### config.mk
export PLATFORM = sky130hd
export DESIGN_NAME = serial_tx_cfg
export DESIGN_NICKNAME = d
export VERILOG_FILES = /design/src/rtl/serial_pkg.sv /design/src/rtl/serial_tx_cfg_baud_tick.sv /design/src/rtl/serial_tx_cfg.sv
export SDC_FILE = /design/constraint.sdc
export NUM_CORES = 1
export LEC_CHECK = 0
export CORE_MARGIN = 8
export CORE_UTILIZATION = 59
export DETAILED_ROUTE_END_ITERATION = 12
export GPL_ROUTABILITY_DRIVEN = 0
export PLACE_DENSITY = 0.83
export SLEW_MARGIN = 20
export SYNTH_ARGS = -nofsm -noshare
export SYNTH_HDL_FRONTEND = slang
export SYNTH_HIERARCHICAL = 1
export SYNTH_SLANG_ARGS = --single-unit
### constraint.sdc
create_clock -name sys_clk -period 3.5 [get_ports sys_clk]
set_input_delay 0.875 -clock sys_clk [delete_from_list [all_inputs] [get_ports sys_clk]]
set_output_delay 0.875 -clock sys_clk [all_outputs]
set_load 0.01 [all_outputs]
### src/rtl/serial_pkg.sv
// Shared types and helpers for the configurable serial transmitter.
// Optional SERIAL_TX_BREAK_EN adds the BREAK state to tx_state_t.
package serial_pkg;

    localparam int PAR_NONE = 0;
    localparam int PAR_ODD  = 1;
    localparam int PAR_EVEN = 2;

`ifdef SERIAL_TX_BREAK_EN
    typedef enum logic [2:0] {
        ST_IDLE,
        ST_START,
        ST_DATA,
        ST_PARITY,
        ST_STOP,
        ST_BREAK
    } tx_state_t;
`else
    typedef enum logic [2:0] {
        ST_IDLE,
        ST_START,
        ST_DATA,
        ST_PARITY,
        ST_STOP
    } tx_state_t;
`endif

    // Frame length in bit periods: start + data + optional parity + stop.
    function automatic int frame_len(input int data_bits, input int parity, input int stop_bits);
        return 1 + data_bits + ((parity != PAR_NONE) ? 1 : 0) + stop_bits;
    endfunction

endpackage

### src/rtl/serial_tx_cfg_baud_tick.sv
// Fractional baud-tick generator: accumulates BIT_FREQ per cycle modulo CLK_FREQ
// and pulses tick for one cycle on each wrap. restart holds the phase at zero.
module baud_tick #(
    parameter int CLK_FREQ = 16,
    parameter int BIT_FREQ = 1
) (
    input  logic sys_clk,
    input  logic rst_n,
    input  logic restart,
    output logic tick
);

    localparam int ACC_W = $clog2(CLK_FREQ) + 1;
    localparam logic [ACC_W-1:0] INC = ACC_W'(BIT_FREQ);
    localparam logic [ACC_W-1:0] MOD = ACC_W'(CLK_FREQ);

    generate
        if (BIT_FREQ < 1 || BIT_FREQ > CLK_FREQ / 2) begin : g_bad_rate
            $error("baud_tick: BIT_FREQ must lie in 1..CLK_FREQ/2");
        end
    endgenerate

    logic [ACC_W-1:0] acc;
    logic [ACC_W-1:0] acc_sum;
    logic             wrap;

    // acc < CLK_FREQ and BIT_FREQ <= CLK_FREQ/2, so the sum fits in ACC_W bits.
    always_comb begin
        acc_sum = acc + INC;
        wrap    = (acc_sum >= MOD);
        tick    = wrap && !restart;
    end

    always_ff @(posedge sys_clk or negedge rst_n) begin
        if (!rst_n) begin
            acc <= '0;
        end else if (restart) begin
            acc <= '0;
        end else if (wrap) begin
            acc <= acc_sum - MOD;
        end else begin
            acc <= acc_sum;
        end
    end

endmodule

### src/rtl/serial_tx_cfg.sv
// Configurable async-serial transmitter with valid/ready input and fractional baud.
// Optional break generation is enabled by defining SERIAL_TX_BREAK_EN.
//
// state     | meaning
// ----------+--------------------------------------------------
// ST_IDLE   | line at mark, ready for a word
// ST_START  | start bit (tx=0)
// ST_DATA   | data bits, LSB first
// ST_PARITY | parity bit (only when PARITY != PAR_NONE)
// ST_STOP   | STOP_BITS stop bits (tx=1)
// ST_BREAK  | line held at space while brk is high (macro only)
module serial_tx_cfg
    import serial_pkg::*;
#(
    parameter int CLK_FREQ  = 16,
    parameter int BIT_FREQ  = 1,
    parameter int DATA_BITS = 8,
    parameter int PARITY    = 0,
    parameter int STOP_BITS = 1
) (
    input  logic                 sys_clk,
    input  logic                 rst_n,
`ifdef SERIAL_TX_BREAK_EN
    input  logic                 brk,
`endif
    input  logic                 in_valid,
    output logic                 in_ready,
    input  logic [DATA_BITS-1:0] in_data,
    output logic                 busy,
    output logic                 tx
);

    generate
        if (DATA_BITS < 5 || DATA_BITS > 9) begin : g_bad_data
            $error("serial_tx_cfg: DATA_BITS must be 5..9");
        end
        if (PARITY < PAR_NONE || PARITY > PAR_EVEN) begin : g_bad_parity
            $error("serial_tx_cfg: PARITY must be 0, 1 or 2");
        end
        if (STOP_BITS < 1 || STOP_BITS > 2) begin : g_bad_stop
            $error("serial_tx_cfg: STOP_BITS must be 1 or 2");
        end
    endgenerate

    localparam logic [3:0] LAST_DATA = 4'(DATA_BITS - 1);
    localparam logic [3:0] LAST_STOP = 4'(STOP_BITS - 1);
    localparam logic       PAR_INV   = 1'(PARITY == PAR_ODD);

    tx_state_t            state;
    logic [DATA_BITS-1:0] shreg;
    logic                 par_bit;
    logic [3:0]           cnt;
    logic                 restart;
    logic                 tick;

`ifdef SERIAL_TX_BREAK_EN
    assign restart = (state == ST_IDLE) || (state == ST_BREAK);
`else
    assign restart = (state == ST_IDLE);
`endif

    baud_tick #(
        .CLK_FREQ (CLK_FREQ),
        .BIT_FREQ (BIT_FREQ)
    ) u_baud_tick (
        .sys_clk (sys_clk),
        .rst_n   (rst_n),
        .restart (restart),
        .tick    (tick)
    );

    always_ff @(posedge sys_clk or negedge rst_n) begin
        if (!rst_n) begin
            state    <= ST_IDLE;
            shreg    <= '0;
            par_bit  <= 1'b0;
            cnt      <= '0;
            tx       <= 1'b1;
            in_ready <= 1'b1;
            busy     <= 1'b0;
        end else begin
            case (state)
                ST_IDLE: begin
`ifdef SERIAL_TX_BREAK_EN
                    if (brk) begin
                        state    <= ST_BREAK;
                        tx       <= 1'b0;
                        in_ready <= 1'b0;
                        busy     <= 1'b1;
                    end else
`endif
                    if (in_valid && in_ready) begin
                        shreg    <= in_data;
                        par_bit  <= (^in_data) ^ PAR_INV;
                        state    <= ST_START;
                        tx       <= 1'b0;
                        in_ready <= 1'b0;
                        busy     <= 1'b1;
                    end
                end
                ST_START: begin
                    if (tick) begin
                        state <= ST_DATA;
                        tx    <= shreg[0];
                        cnt   <= '0;
                    end
                end
                ST_DATA: begin
                    if (tick) begin
                        if (cnt == LAST_DATA) begin
                            cnt <= '0;
                            if (PARITY != PAR_NONE) begin
                                state <= ST_PARITY;
                                tx    <= par_bit;
                            end else begin
                                state <= ST_STOP;
                                tx    <= 1'b1;
                            end
                        end else begin
                            // tx shows the next bit as it moves into shreg[0]
                            shreg <= shreg >> 1;
                            tx    <= shreg[1];
                            cnt   <= cnt + 4'd1;
                        end
                    end
                end
                ST_PARITY: begin
                    if (tick) begin
                        state <= ST_STOP;
                        tx    <= 1'b1;
                        cnt   <= '0;
                    end
                end
                ST_STOP: begin
                    if (tick) begin
                        if (cnt == LAST_STOP) begin
                            state    <= ST_IDLE;
                            in_ready <= 1'b1;
                            busy     <= 1'b0;
                        end else begin
                            cnt <= cnt + 4'd1;
                        end
                    end
                end
`ifdef SERIAL_TX_BREAK_EN
                ST_BREAK: begin
                    if (!brk) begin
                        state    <= ST_IDLE;
                        tx       <= 1'b1;
                        in_ready <= 1'b1;
                        busy     <= 1'b0;
                    end
                end
`endif
                default: begin
                    state    <= ST_IDLE;
                    tx       <= 1'b1;
                    in_ready <= 1'b1;
                    busy     <= 1'b0;
                end
            endcase
        end
    end

endmodule

-- Word level (Yosys, flattened, before mapping)
Cells that the tools add are included.
- $add $sub $neg: 3
- multipliers: 0
- divide/modulo/power cells: 0
- order comparisons: 1
- eq/ne operators: 15
- shifts and indexed selects: 0
- mux-type cells: 33
- bitwise operators: 2
- reduce and logical (&&, ||, !) cells: 14
- operators with widths (cell ; count):
    two-way mux 8 bit ; 3
    two-way mux 3 bit ; 7
    two-way mux 4 bit ; 5
    != test 2 bit (second input constant) ; 9
    case mux 8 bit (2 select lines) ; 1
    case mux 3 bit (5 select lines) ; 1
    case mux 4 bit (3 select lines) ; 1
    two-way mux 1 bit ; 10
    two-way mux 5 bit ; 2
    AND reduction 5 bit ; 2
    AND reduction 4 bit ; 2
    AND reduction 7 bit ; 1
    equality test 3 x 2 -> 1 bit (second input constant) ; 2
    case mux 1 bit (3 select lines) ; 2
    adder 5 x 1 -> 5 bit (second input constant) ; 1
    >= comparator 5 bit (second input constant) ; 1
    case mux 1 bit (5 select lines) ; 1
    subtractor 5 bit (second input constant) ; 1
    adder 4 x 1 -> 4 bit (second input constant) ; 1
    equality test 4 x 3 -> 1 bit (second input constant) ; 1
    logical NOT 4 bit ; 1
    equality test 3 x 1 -> 1 bit (second input constant) ; 1
    equality test 3 bit (second input constant) ; 1
    logical NOT 3 bit ; 1
    8 further kinds ; 10
- register bits after elaboration: 23
- latch bits: 0
- bits in writable memories: 0
- memory bits (read-only): 0
- input port bits: 11
- output and inout bits: 3
- memories kept: 0

-- Depth between registers and ports, before layout
Gate-level depths: netlist (run 1).
- depth in word-level cells: 5
- mapped depth: 9

-- Hierarchy
Netlist (run 1), hierarchy kept.
- by module, submodules not included (module ; times used ; cells each ; area each (µm²) ; sequential area each (µm²)):
    serial_tx_cfg ; 1 ; 103 ; 1048.5 ; 452.9
    baud_tick ; 1 ; 19 ; 225.2 ; 125.1

-- Least setup slack after synthesis (run 1)
Ideal clock, no wire load.
- path type: register to register
- start point: register state[2]
- end point: register cnt[2]
- data arrival time: 2086 ps
- required time: 3374 ps
- setup slack: 1288 ps
- stages on the path, launching flop included: 9
- buffers on the path: 1
- clock period less this slack: 2212 ps
- cell sequence: dfrtp_1 clkbuf_1 nor3_1 nor2_1 mux2_4 or2b_1 o22ai_1 and4b_1 a221o_1
- cells in the longest elaborated chain, start to end: 5
- elaborated cells on any way between the ends: 15
- those cells by class: eq/ne: 8; mux: 1; reduce/logical: 6
- ends and longest elaborated chain (what ; line ; text):
    start, declared ; serial_tx_cfg.sv:49 ; tx_state_t state;
    start signal, assigned ; serial_tx_cfg.sv:74 ; state <= ST_IDLE;
    start signal, assigned ; serial_tx_cfg.sv:95 ; state <= ST_START;
    start signal, assigned ; serial_tx_cfg.sv:103 ; state <= ST_DATA;
    logical NOT 3 bit (*) ; serial_tx_cfg.sv:59 ; assign restart = (state == ST_IDLE);
    net restart ; serial_tx_cfg.sv:53 ; logic restart;
    logical NOT 1 bit (*) ; serial_tx_cfg_baud_tick.sv:31 ; tick = wrap && !restart;
    logical AND 1 bit (*) ; serial_tx_cfg_baud_tick.sv:31 ;
    net tick ; serial_tx_cfg.sv:54 ; logic tick;
    != test 2 x 1 -> 1 bit (no line) or != test 2 bit (tied branches) ; n/a ;
    AND reduction 5 bit (no line) (*) ; n/a ;
    end signal, assigned ; serial_tx_cfg.sv:123 ; cnt <= cnt + 4'd1;
    end signal, assigned ; serial_tx_cfg.sv:141 ; cnt <= cnt + 4'd1;
    end, declared ; serial_tx_cfg.sv:52 ; logic [3:0] cnt;
Mark *: on every way through the listed nets, which the timed path passes. The rest lies on a longest branch.
A chain may end at the register's enable or synchronous reset.

-- Final worst setup path (run 1)
Same ends and word-level chain as after synthesis.

==> metrics.yaml, run 1 <==
outcome: "complete, no violations"
hp-class: "flip-flop to flip-flop"
relSlewSlack: 0.404
num_antenna_cells: 0
grt_first_pass_wirelength_um: 4240
layout_common_cells: "dfrtp_1, clkdlybuf4s50_1, a21oi_1, a31oi_1, nor2_1"
synth_nets: 136
ys_seq_area_frac: 0.454
worst_pin_slew_ns: 0.891
cts_tree: "built"
cts-root-buf: "clkbuf_4"
numCtsBuffers: 3
clkLatencyLatePin_ns: 0.30
dieArea_mm2: 0.00390
detailed_place_hpwl_um: 1810
arrival_ns: 2.72
cpPeakStageDelay_ns: 0.62
final_nets: 147
grt_usage: 0.131
die_h_um: 62.5
ys_ff_latch: 23
finalClockSkew_ns: 0.00571
antenna_found_initial: 0
drive_above_1_share: 0.121
avgSynthCellArea_um2: 10.4
fin_crit_ns: 2.52
cts_setup_buffers: 0
hold_viol_final: 0
yosysUniqueCellTypes: 42
yosysTopAreaCellShare: 0.413
synth_area_leader_cell: "dfrtp_1"
rows: 17
routed_wl_um: 2480
reg2reg_slack_ns: 0.98
fmax_ghz: 0.397
htreeDepth: 1
ir_worst_vdd_uv: 183
rsz0062_at_grt: "no"
ant_nets: 0
maxCapViolCount: 0
clock-sinks: 23
power.density_mw_per_mm2: 290
first_pass_iters: 4
io_pins: 14
leakage_nw: 0.614
grt_max_degree: 24
critical-path-slowest-cell: "nor3_1"
crit_required_ns: 3.71
clock_path_buffers: 2
syn_area_mm2: 0.00127
area.growth.synth_to_final_pct: 10.4
layout_commonest_cell: "dfrtp_1"
netlist_top_cells_area: "dfrtp_1, mux2i_1, a31oi_1"
async_flop_share: 1.00
synth_edf_count: 0
yosysWarnings: 6
drc: 0
via_per_inst: 5.99
total_power_mw: 0.408
dr_total_vias: 958
ctsResizeCount: 0
fp.coreArea_mm2: 0.00213
end_kind: "flip-flop"
io_buffers: 13
min_period_over_period: 0.719
critPathMaxFanout: 16
die_x_um: 62.5
drt_iter0_markers: 38
synth_ff_type: "dfrtp_1"
cp_cell_sequence: "nor3_1 -> nor2_1 -> mux2_4 -> or2b_1 -> o22ai_1 -> and4b_1 -> a221o_1"
path_class: "flip-flop to flip-flop"
startpoint_type: "flip-flop"
maxSlewViolCount: 0
finalSetupViolCount: 0
overflow: 0
start_util: 0.599
clk_pin_slew_ns: 0.13
grt_pass1_vias: 943
synthCells: 122
cts_hold_buf: 0
post_drt_wl_per_cell_um: 15.5
tns_ns: 0
==> sequential cells by signal, indices dropped and copies added (netlist names) <==
name / cells
busy: 1
cnt: 4
in_ready: 1
shreg: 8
state: 3
tx: 1
u_baud_tick/acc: 5
==> cells in the mapped netlist, types with 2 or more instances <==
cell type,count
mux2i_1,7
and3b_1,2
nand3_1,4
buf_6,2
nor3b_2,2
dfstp_2,2
ha_1,3
nor2_1,9
dfrtp_1,21
buf_4,3
mux2_4,2
inv_1,4
mux2_2,2
a31oi_1,10
o21ai_0,6
nor2b_1,4
nand2_1,5
a21oi_1,10
==> critical path, delay by kind of cell (launching register included) <==
family / cells / cell delay, ns
flops: 1 / 0.56
mux: 1 / 0.34
simple gates: 4 / 1.18
compound gates: 2 / 0.33
==> layer usage <==
| layer | share of wire | global-route usage |
|---|---|---|
| met3 | 0.046 | 0.0394 |
| met1 | 0.44 | 0.150 |
| met5 | 0 | 0 |
| met2 | 0.50 | 0.217 |
| met4 | 0.015 | 0.0627 |
==> stage by stage <==
stage | instances | area, um^2 | setup WS [ns] | utilization | hold slack (ns)
6_report | 160 | 1410 | 0.983 | 0.661 | 0.489
5_1_grt | 160 | 1410 | 0.824 | 0.661 | 0.518
4_1_cts | 160 | 1410 | 1.04 | 0.664 | 0.480
3_5_place_dp | 156 | 1390 | 1.07 | 0.651 | 0.463
3_3_place_gp | 156 | 1390 | 1.10 | 0.651 | 0.452
2_1_floorplan | 122 | 1270 | 1.29 | - | 0.433
==> cell type report <==
cell class / count / area [um^2]
inverters: 4 / 15.0
fillers: 156 / 721
well taps: 28 / 35.0
clock buffers: 4 / 26.3
multi-input cells: 88 / 627
repair buffers: 13 / 125
flip-flops and latches: 23 / 578
==> cells by family (layout without fill, tap and decap cells) <==
kind of cell	Yosys count	in the layout	synth area share
XOR/XNOR	1	1	0.00688
AO/OA/AOI/OAI	35	35	0.182
AND/OR/NAND/NOR	37	37	0.175
buffers and inverters	11	21	0.0540
flip-flops	23	23	0.454
multiplexers	11	11	0.0963
other	1	1	0.00294
adder cells (fa/ha/maj)	3	3	0.0295
==> power by group <==
group	leakage (nW)	total, mW	internal, mW	switching (mW)
Clock	0.0150	0.122	0.0444	0.0775
Combinational	0.293	0.0196	0.0110	0.00864
Sequential	0.307	0.267	0.266	0.000324
Total	0.614	0.408	0.322	0.0865
==> worst paths after layout <==
path / from / end / cells after the start
max in group asynchronous: rst_n / tx / 1
min in group asynchronous: rst_n / cnt[2] / 1
setup / recovery: state[2] / cnt[2] / 7
hold / removal: u_baud_tick/acc[0] / u_baud_tick/acc[0] / 1
hold reg to reg: u_baud_tick/acc[0] / u_baud_tick/acc[0] / 1
setup reg to reg: state[2] / cnt[2] / 7
Power figures use the tool's default switching activity.
==> run 2: changes to the inputs <==
--- a/config.mk
+++ b/config.mk
@@ -6,10 +6,10 @@
 export NUM_CORES = 1
 export LEC_CHECK = 0
 export CORE_MARGIN = 8
-export CORE_UTILIZATION = 59
+export CORE_UTILIZATION = 49
 export DETAILED_ROUTE_END_ITERATION = 12
 export GPL_ROUTABILITY_DRIVEN = 0
-export PLACE_DENSITY = 0.83
+export PLACE_DENSITY = 0.74
 export SLEW_MARGIN = 20
 export SYNTH_ARGS = -nofsm -noshare
 export SYNTH_HDL_FRONTEND = slang
==> constraint.sdc (replaced) <==
create_clock -name sys_clk -period 2.3 [get_ports sys_clk]
set_input_delay 0.575 -clock sys_clk [delete_from_list [all_inputs] [get_ports sys_clk]]
set_output_delay 0.575 -clock sys_clk [all_outputs]
set_load 0.01 [all_outputs]
==> run 2 against run 1 <==
Compared with the run above:
- register-to-register slack got worse by 0.71 ns
- core utilization fell by 6.6 points
- sequential share of layout area fell by 1.9 points
- final cell count is 6.3% higher
- critical path depth unchanged
- die area grew 15%
- worst setup slack worse by 0.71 ns
- final area increased by 4.9%
- power rose by 53%
- via count rose by 1.1%
- non-clock buffer count is 8 higher
- largest cell class unchanged
==> metrics.yaml, run 2 (synthesized netlist as in run 1, its figures left out) <==
whs_ns: 0.463  # -0.0257 ns
start_util: 0.514  # -0.0847
die_h_um: 67.0  # +7.2%
drt_iter0_markers: 72  # +89%
end_kind: "flip-flop"
ant_nets: 0  # unchanged
finalClockSkew_ns: 0.0152  # +0.00947 ns
netSwitchingFraction: 0.218  # +0.00645
numCtsBuffers: 3  # unchanged
worst_pin_slew_ns: 0.715  # -0.176 ns
met3WireLength_um: 88  # -22%
cts-root-buf: "clkbuf_4"
relSlewSlack: 0.522  # +0.118
grt_max_degree: 24  # unchanged
power.density_mw_per_mm2: 424  # +46%
final_nets: 155  # +5.4%
highest-signal-layer: "met4"
place_ws_ns: 0.272  # -0.797 ns
layout_common_cells: "dfrtp_1, clkdlybuf4s50_1, a21oi_1, a31oi_1, nor2_1"
cts_tree: "built"
grt_usage: 0.118  # -0.0125
clock_path_buffers: 2  # unchanged
largestRegisters: "shreg (8), u_baud_tick/acc (5), cnt (4)"
io_pins: 14  # unchanged
die_x_um: 67.0  # +7.2%
num_antenna_cells: 0  # unchanged
rsz0062_at_grt: "no"
drc: 0  # unchanged
routed_wl_um: 2400  # -3.3%
grt_first_pass_wirelength_um: 4210  # -0.80%
crit_required_ns: 2.50  # -1.21 ns
r2r_start: "state[0]"
clock-sinks: 23  # unchanged
outcome: "complete, no violations"
via_per_inst: 5.70  # -4.8%
rows: 18  # +1
dieArea_mm2: 0.00449  # +15%
arrival_ns: 2.22  # -0.50 ns
first_pass_iters: 4  # unchanged
post_drt_wl_per_cell_um: 14.1  # -9.0%
leakage_nw: 0.657  # +7.0%
critPathMaxFanout: 7  # -9
finalWorstSetupSlack_ns: 0.277  # -0.706 ns
final-instance-count-excl-fill: 170  # +6.3%
clkLatencyLatePin_ns: 0.32  # +0.02 ns
cts_hold_buf: 0  # unchanged
p_int_mw: 0.489  # +52%
htreeDepth: 1  # unchanged
clk_pin_slew_ns: 0.14  # about the same
area.growth.synth_to_final_pct: 15.8
worstSetupStartpoint: "state[0]"
antenna_found_initial: 0  # unchanged
tns_ns: 0  # unchanged
grt_pass1_vias: 1005  # +6.6%
maxCapViolCount: 0  # unchanged
pwr-share-comb: 0.050  # +0.002
hp-class: "flip-flop to flip-flop"
overflow: 0  # unchanged
io_buffers: 13  # unchanged
clkPwrFrac: 0.302  # +0.003
worstHoldStart: "u_baud_tick/acc[0]"
dp_cells: 166  # +6.4%
wl_met2_um: 1170  # -6.3%
largest_register_ffs: 8  # unchanged
p_seq_frac: 0.649  # -0.004
hold_viol_final: 0  # unchanged
fmax_ghz: 0.494  # +24%
multi_input_area_um2: 627  # unchanged
p_sw_mw: 0.137  # +58%
path_class: "flip-flop to flip-flop"
final-seq-area_um2: 578  # unchanged
regMostFlops: "shreg"
wl_met1_um: 1130  # +4.4%
drive_above_1_share: 0.171  # +0.0502
ctsResizeCount: 0  # unchanged
ir_worst_vdd_uv: 250  # +36%
layout_commonest_cell: "dfrtp_1"
min_period_over_period: 0.880  # +0.160
detailed_place_hpwl_um: 1800  # -0.34%
fp.coreArea_mm2: 0.00248  # +16%
startpoint_type: "flip-flop"
fill_cells: 228  # +46%
maxSlewViolCount: 0  # unchanged
fin_crit_ns: 2.02  # -0.494 ns
finalSetupViolCount: 0  # unchanged
cts_setup_buffers: 0  # unchanged
dr_total_vias: 969  # +1.1%
run 2: cell types whose count changed in the layout (fill, tap and decap cells not counted):
cell and delta:
clkbuf_1 -1, buf_2 -1, clkdlybuf4s50_1 +1, buf_4 +8
clkinv_2 +1
run 2: worst paths after layout:
path | endpoint | slack, ns | cells after the start
hold / removal | u_baud_tick/acc[0] | 0.46 | 1
setup / recovery | cnt[2] | 0.28 | 7
setup reg to reg | cnt[2] | 0.28 | 7
hold reg to reg | u_baud_tick/acc[0] | 0.46 | 1
min in group asynchronous | state[0] | 0.60 | 2
max in group asynchronous | in_ready | 1.41 | 2
run 2: power groups by stage:
stage          combinational (mW)  sequential, mW  clock, mW
2_1_floorplan             0.00459           0.413          0
3_3_place_gp               0.0312           0.413          0
3_5_place_dp               0.0319           0.413          0
4_1_cts                    0.0319           0.406      0.201
5_1_grt                    0.0351           0.406      0.216
6_report                   0.0310           0.406      0.189
run 2: worst max-delay path, cell delays in order (launching register included):
cell     delay [ns]
dfrtp_1        0.42
nor3_1         0.32
nor2_1         0.09
mux2_4         0.31
or2b_1         0.18
o22ai_1        0.09
and4b_1        0.24
a221o_1        0.26
run 2: metal layers:
layer	vias to the layer above	track usage
met2	9	0.201
met3	2	0.0235
met1	482	0.143
li1	476	-
met5	-	0
met4	0	0.0470
run 2: final cells by class:
| cell class | count | area share |
|---|---|---|
| clock buffer | 3 | 0.0153 |
| sequential | 23 | 0.392 |
| multi-input combinational | 88 | 0.425 |
| clock inverter | 1 | 0.00339 |
| tap | 30 | 0.0254 |
| timing repair buffer | 21 | 0.129 |
| inverter | 4 | 0.0102 |
run 2: metrics by stage:
| step | total power [mW] | instance area [um^2] | util |
|---|---|---|---|
| after global placement | 0.445 | 1450 | 0.584 |
| after global routing | 0.657 | 1480 | 0.595 |
| after detailed placement | 0.445 | 1450 | 0.584 |
| final | 0.625 | 1480 | 0.595 |
| after floorplan | 0.418 | 1270 | - |
| after CTS | 0.638 | 1480 | 0.595 |
==> RTL edit 1: new RTL, config.mk and constraints of run 2 <==
`CLK_FREQ` is set to 16 in 2 places; all go to 32.
--- a/src/rtl/serial_tx_cfg_baud_tick.sv
+++ b/src/rtl/serial_tx_cfg_baud_tick.sv
@@ -1,7 +1,7 @@
 // Fractional baud-tick generator: accumulates BIT_FREQ per cycle modulo CLK_FREQ
 // and pulses tick for one cycle on each wrap. restart holds the phase at zero.
 module baud_tick #(
-    parameter int CLK_FREQ = 16,
+    parameter int CLK_FREQ = 32,
     parameter int BIT_FREQ = 1
 ) (
     input  logic sys_clk,
--- a/src/rtl/serial_tx_cfg.sv
+++ b/src/rtl/serial_tx_cfg.sv
@@ -12,7 +12,7 @@
 module serial_tx_cfg
     import serial_pkg::*;
 #(
-    parameter int CLK_FREQ  = 16,
+    parameter int CLK_FREQ  = 32,
     parameter int BIT_FREQ  = 1,
     parameter int DATA_BITS = 8,
     parameter int PARITY    = 0,
Function: no difference found for any inputs over 10 cycles, from zero or initial values and one cycle with rst_n low; that may be too few to reach the edited logic, so the function may still have changed.
==> RTL edit 1 against run 2 <==
Fmax is 0.36% lower; critical path depth is 6 lower; worst setup slack worse by 0.0074 ns; highest routed layer unchanged; via count is 2.8% higher; register-to-register slack better by 0.04 ns; hold slack better by 0.025 ns; critical path type is now register to output pin; clock skew is 0.011 ns lower; sequential cell count is 1 higher; largest cell class unchanged; total power is 7.1% higher; utilization is 1.6 points higher; synthesized area is 3.1% higher; count of clock-buffer cells in the layout is 1 higher; routed wire length is 3.7% higher; largest power group unchanged; cell area is 3.6% higher.
==> RTL edit 1: results (changes against run 2) <==
M2 GR Usage 21.3% (+1.2 points); GR Util met3 2.65% (+0.30 points); dpl ws 0.325 ns (+0.0530 ns); Via density 5.72 (+0.42%); DPL Wire Length 1950 um (+7.8%); inverters 4 (unchanged); CP max stage delay 0.60 ns (+0.18 ns); synthesized area per cell 10.4 um2 (-0.13%); status completed; CP delay by family, top flip-flops; initial antenna violation count 0 (unchanged); WL met3 118 um (+34%); met1 Resource Use GR 15.3% (+1.1 points); synth top area cells dfrtp_1, mux2i_1, a31oi_1; 1st-iter DRT viols 38 (-47%); signal buffers share of area 12.4% (-0.44 points); fin util 61.1% (+1.6 points); synth cell count leaders dfrtp_1, a21oi_1, a31oi_1, nor2_1, mux2i_1; reg-to-reg startpoint state[1]; post-layout net count 159 (+2.6%); Total Routed Length 2490 um (+3.7%); CP max stage cell dfstp_2; multi-input combinational cell count 91 (+3.4%); FF+latch count 24 (+4.3%); register area share after synthesis 45.9% (+0.52 points); clock network area share 2.38% (+0.51 points); CLK BUF 4 (+1); post-synthesis mux area share 7.05% (-2.6 points); Clock Skews 0.00382 ns (-0.0114 ns); syn_nets 140 (+2.9%); largest net degree at the start of global routing 17 (-29%); Root Driver clkbuf_4; crit path max fanout 6 (-1); Multi-input gate area 646 um2 (+3.0%); VDD IR max 0.328 mV (+31%); Clock transition at path regs 0.12 ns (-0.02 ns); Synth Area in Compound Gates 18.2% (about the same); fill count 202 (-11%); placed inst area 0.00149 mm2 (+3.0%); Pleak 0.662 nW (+0.67%); crit path from in_ready; measured slew at the worst slew-check pin 0.589 ns (-0.126 ns); met2 routed WL 1230 um (+4.8%); Seq/total area 39.5% (+0.29 points); WL met1 1110 um (-1.4%); Tot GR Track Use 12.6% (+0.72 points); first-pass GRT wire length 4560 um (+8.3%); Synth Area in XOR/XNOR 2.00% (+1.3 points); synthesized-area fraction occupied by adder cells 2.86% (-0.090 points); share of cells above drive strength 1 18.1% (+0.91 points); Regs by FF count shreg x8, u_baud_tick/acc x6, cnt x4; synth unique cells 44 (+4.8%); Arr. time, crit path 1.46 ns (-0.76 ns); Finished Layout Cells 174 (+2.4%)
==> RTL edit 1: changes by cell type after synthesis <==
cell,run 2,this run
nor2b_1,4,3
nand2_1,5,6
nand3_2,0,1
dfrtp_1,21,22
nand3_1,4,3
mux2_4,2,0
nor4_2,0,1
xor2_1,0,2
or2b_2,0,1
nor2_1,9,10
and2b_1,1,0
o21bai_1,1,2
==> RTL edit 1: where the power goes <==
part	switching [mW]	internal (mW)	leakage [nW]
combinational	0.0132	0.0185	0.320
sequential	0.000591	0.423	0.321
clock	0.118	0.0966	0.0210
total	0.132	0.538	0.662
==> RTL edit 1: worst paths after layout <==
| check | endpoint | slack, ns | depth (start not counted) |
|---|---|---|---|
| setup / recovery | in_ready | 0.27 | 1 |
| hold / removal | u_baud_tick/acc[0] | 0.49 | 1 |
| setup reg to reg | cnt[0] | 0.32 | 7 |
| hold reg to reg | u_baud_tick/acc[0] | 0.49 | 1 |
| max in group asynchronous | shreg[0] | 1.19 | 2 |
| min in group asynchronous | busy | 0.55 | 1 |
==> RTL edit 2: new RTL, settings of run 2 <==
Made on the original files. Encoding of `tx_state_t`: now one-hot (5 bits for 5 states).
--- a/src/rtl/serial_pkg.sv
+++ b/src/rtl/serial_pkg.sv
@@ -16,12 +16,12 @@
         ST_BREAK
     } tx_state_t;
 `else
-    typedef enum logic [2:0] {
-        ST_IDLE,
-        ST_START,
-        ST_DATA,
-        ST_PARITY,
-        ST_STOP
+    typedef enum logic [4:0] {
+        ST_IDLE   = 5'b00001,
+        ST_START  = 5'b00010,
+        ST_DATA   = 5'b00100,
+        ST_PARITY = 5'b01000,
+        ST_STOP   = 5'b10000
     } tx_state_t;
 `endif
 
Behaviour: no difference found for any inputs over 10 cycles, from zero or initial values and one cycle with rst_n low; not proved beyond that.
==> RTL edit 2 against run 2 <==
Sequential share of layout area fell by 1.7 points; synthesized area rose by 6.8%; die area rose by 5.1%; synthesized cell count rose by 7.4%; largest cell class unchanged; routed wire length rose by 15%; worst setup slack got worse by 0.13 ns; sequential cell count rose by 1; cell area rose by 9.2%; count of clock-buffer cells in the layout rose by 1.
Power is not compared: it rests on default switching activity, and its combinational part moved more than twofold at a synthesized area within 25%.
==> RTL edit 2: results (changes against run 2) <==
post-synthesis mux area share 9.94% (+0.31 points); Synth Area in XOR/XNOR 1.29% (+0.60 points); synth cell count leaders dfrtp_1, nand2_1, mux2i_1, nor2_1, o21ai_0; register area share after synthesis 44.4% (-0.95 points); crit path from state[0]; P_clk 226 uW; Tot GR Track Use 12.9% (+1.1 points); syn_nets 145 (+6.6%); R2R setup slack 0.15 ns (-0.13 ns); crit path max fanout 3 (-4); Synth Area in Compound Gates 14.7% (-3.5 points); drt wl/cell 14.9 um (+5.9%); Clock Skews 0.00544 ns (-0.00974 ns); number of global-route vias before repair 1081 (+7.6%); Syn Inst Count 131 (+7.4%); DR vias 1036 (+6.9%); Worst slew margin 63.1% (+11 points); largest net degree at the start of global routing 25 (+4.2%); Placed Cells incl. Taps 180 (+8.4%); first-pass GRT wire length 4720 um (+12%); synthesized-area fraction occupied by adder cells 2.76% (-0.19 points); Arr. time, crit path 2.40 ns (+0.18 ns); R2R Path End tx; status completed; WHS 0.481 ns (+0.0182 ns); synth top area cells dfrtp_1, mux2i_1, dfstp_2; DPL Wire Length 2090 um (+16%)
[RTL edit 2: cell count changes after synthesis, moves of 3 or more]
cell,before,now
nand2b_1,1,6
o21ai_0,6,9
o21ai_1,0,4
a21oi_1,10,2
nand2_1,5,13
a31oi_1,10,0
[RTL edit 2: what timing repair did]
action / in CTS / in global routing
buffers inserted: 0 / 1
resized for setup: 0 / 0
endpoints found under the setup margin: 0 / 1
[RTL edit 2: how the worst max path moves through the flow]
stage / end / slack (ns) / cells after the start
final: tx / 0.15 / 7
after global routing: tx / 0.05 / 7
after floorplan: tx / -0.09 / 8
after global placement: tx / 0.19 / 7
after CTS: tx / 0.11 / 7
after detailed placement: state[0] / 0.12 / 5
[RTL edit 2: through the flow]
stage	total power, mW	TNS, ns
after floorplan	1.32	-0.0889
after global placement	1.53	0
after detailed placement	1.59	0
after CTS	1.82	0
after global routing	1.96	0
final	1.82	0
[RTL edit 2: layout make-up]
cell class,count,area share [%]
multi-input cells,96,43.0
flip-flops and latches,24,37.5
repair buffers,25,13.7
well taps,31,2.41
clock buffers,4,2.25
inverters,5,1.17
[RTL edit 2: critical path, stage by stage, from the launching register on]
cell	delay, ns
dfstp_2	0.56
nor4b_4	0.24
nor2b_1	0.08
mux2_4	0.27
or4b_1	0.47
o21ai_1	0.12
a21oi_1	0.07
mux2_4	0.30
[RTL edit 2: per-layer routing]
layer | routed length (um) | GRT usage, % | part of all wire (%) | up-vias
met5 | 0 | 0 | 0 | -
met4 | 17 | 4.35 | 0.62 | 0
met3 | 63 | 2.42 | 2.3 | 2
met2 | 1380 | 22.4 | 50 | 9
met1 | 1300 | 15.6 | 47 | 513
li1 | - | - | - | 512
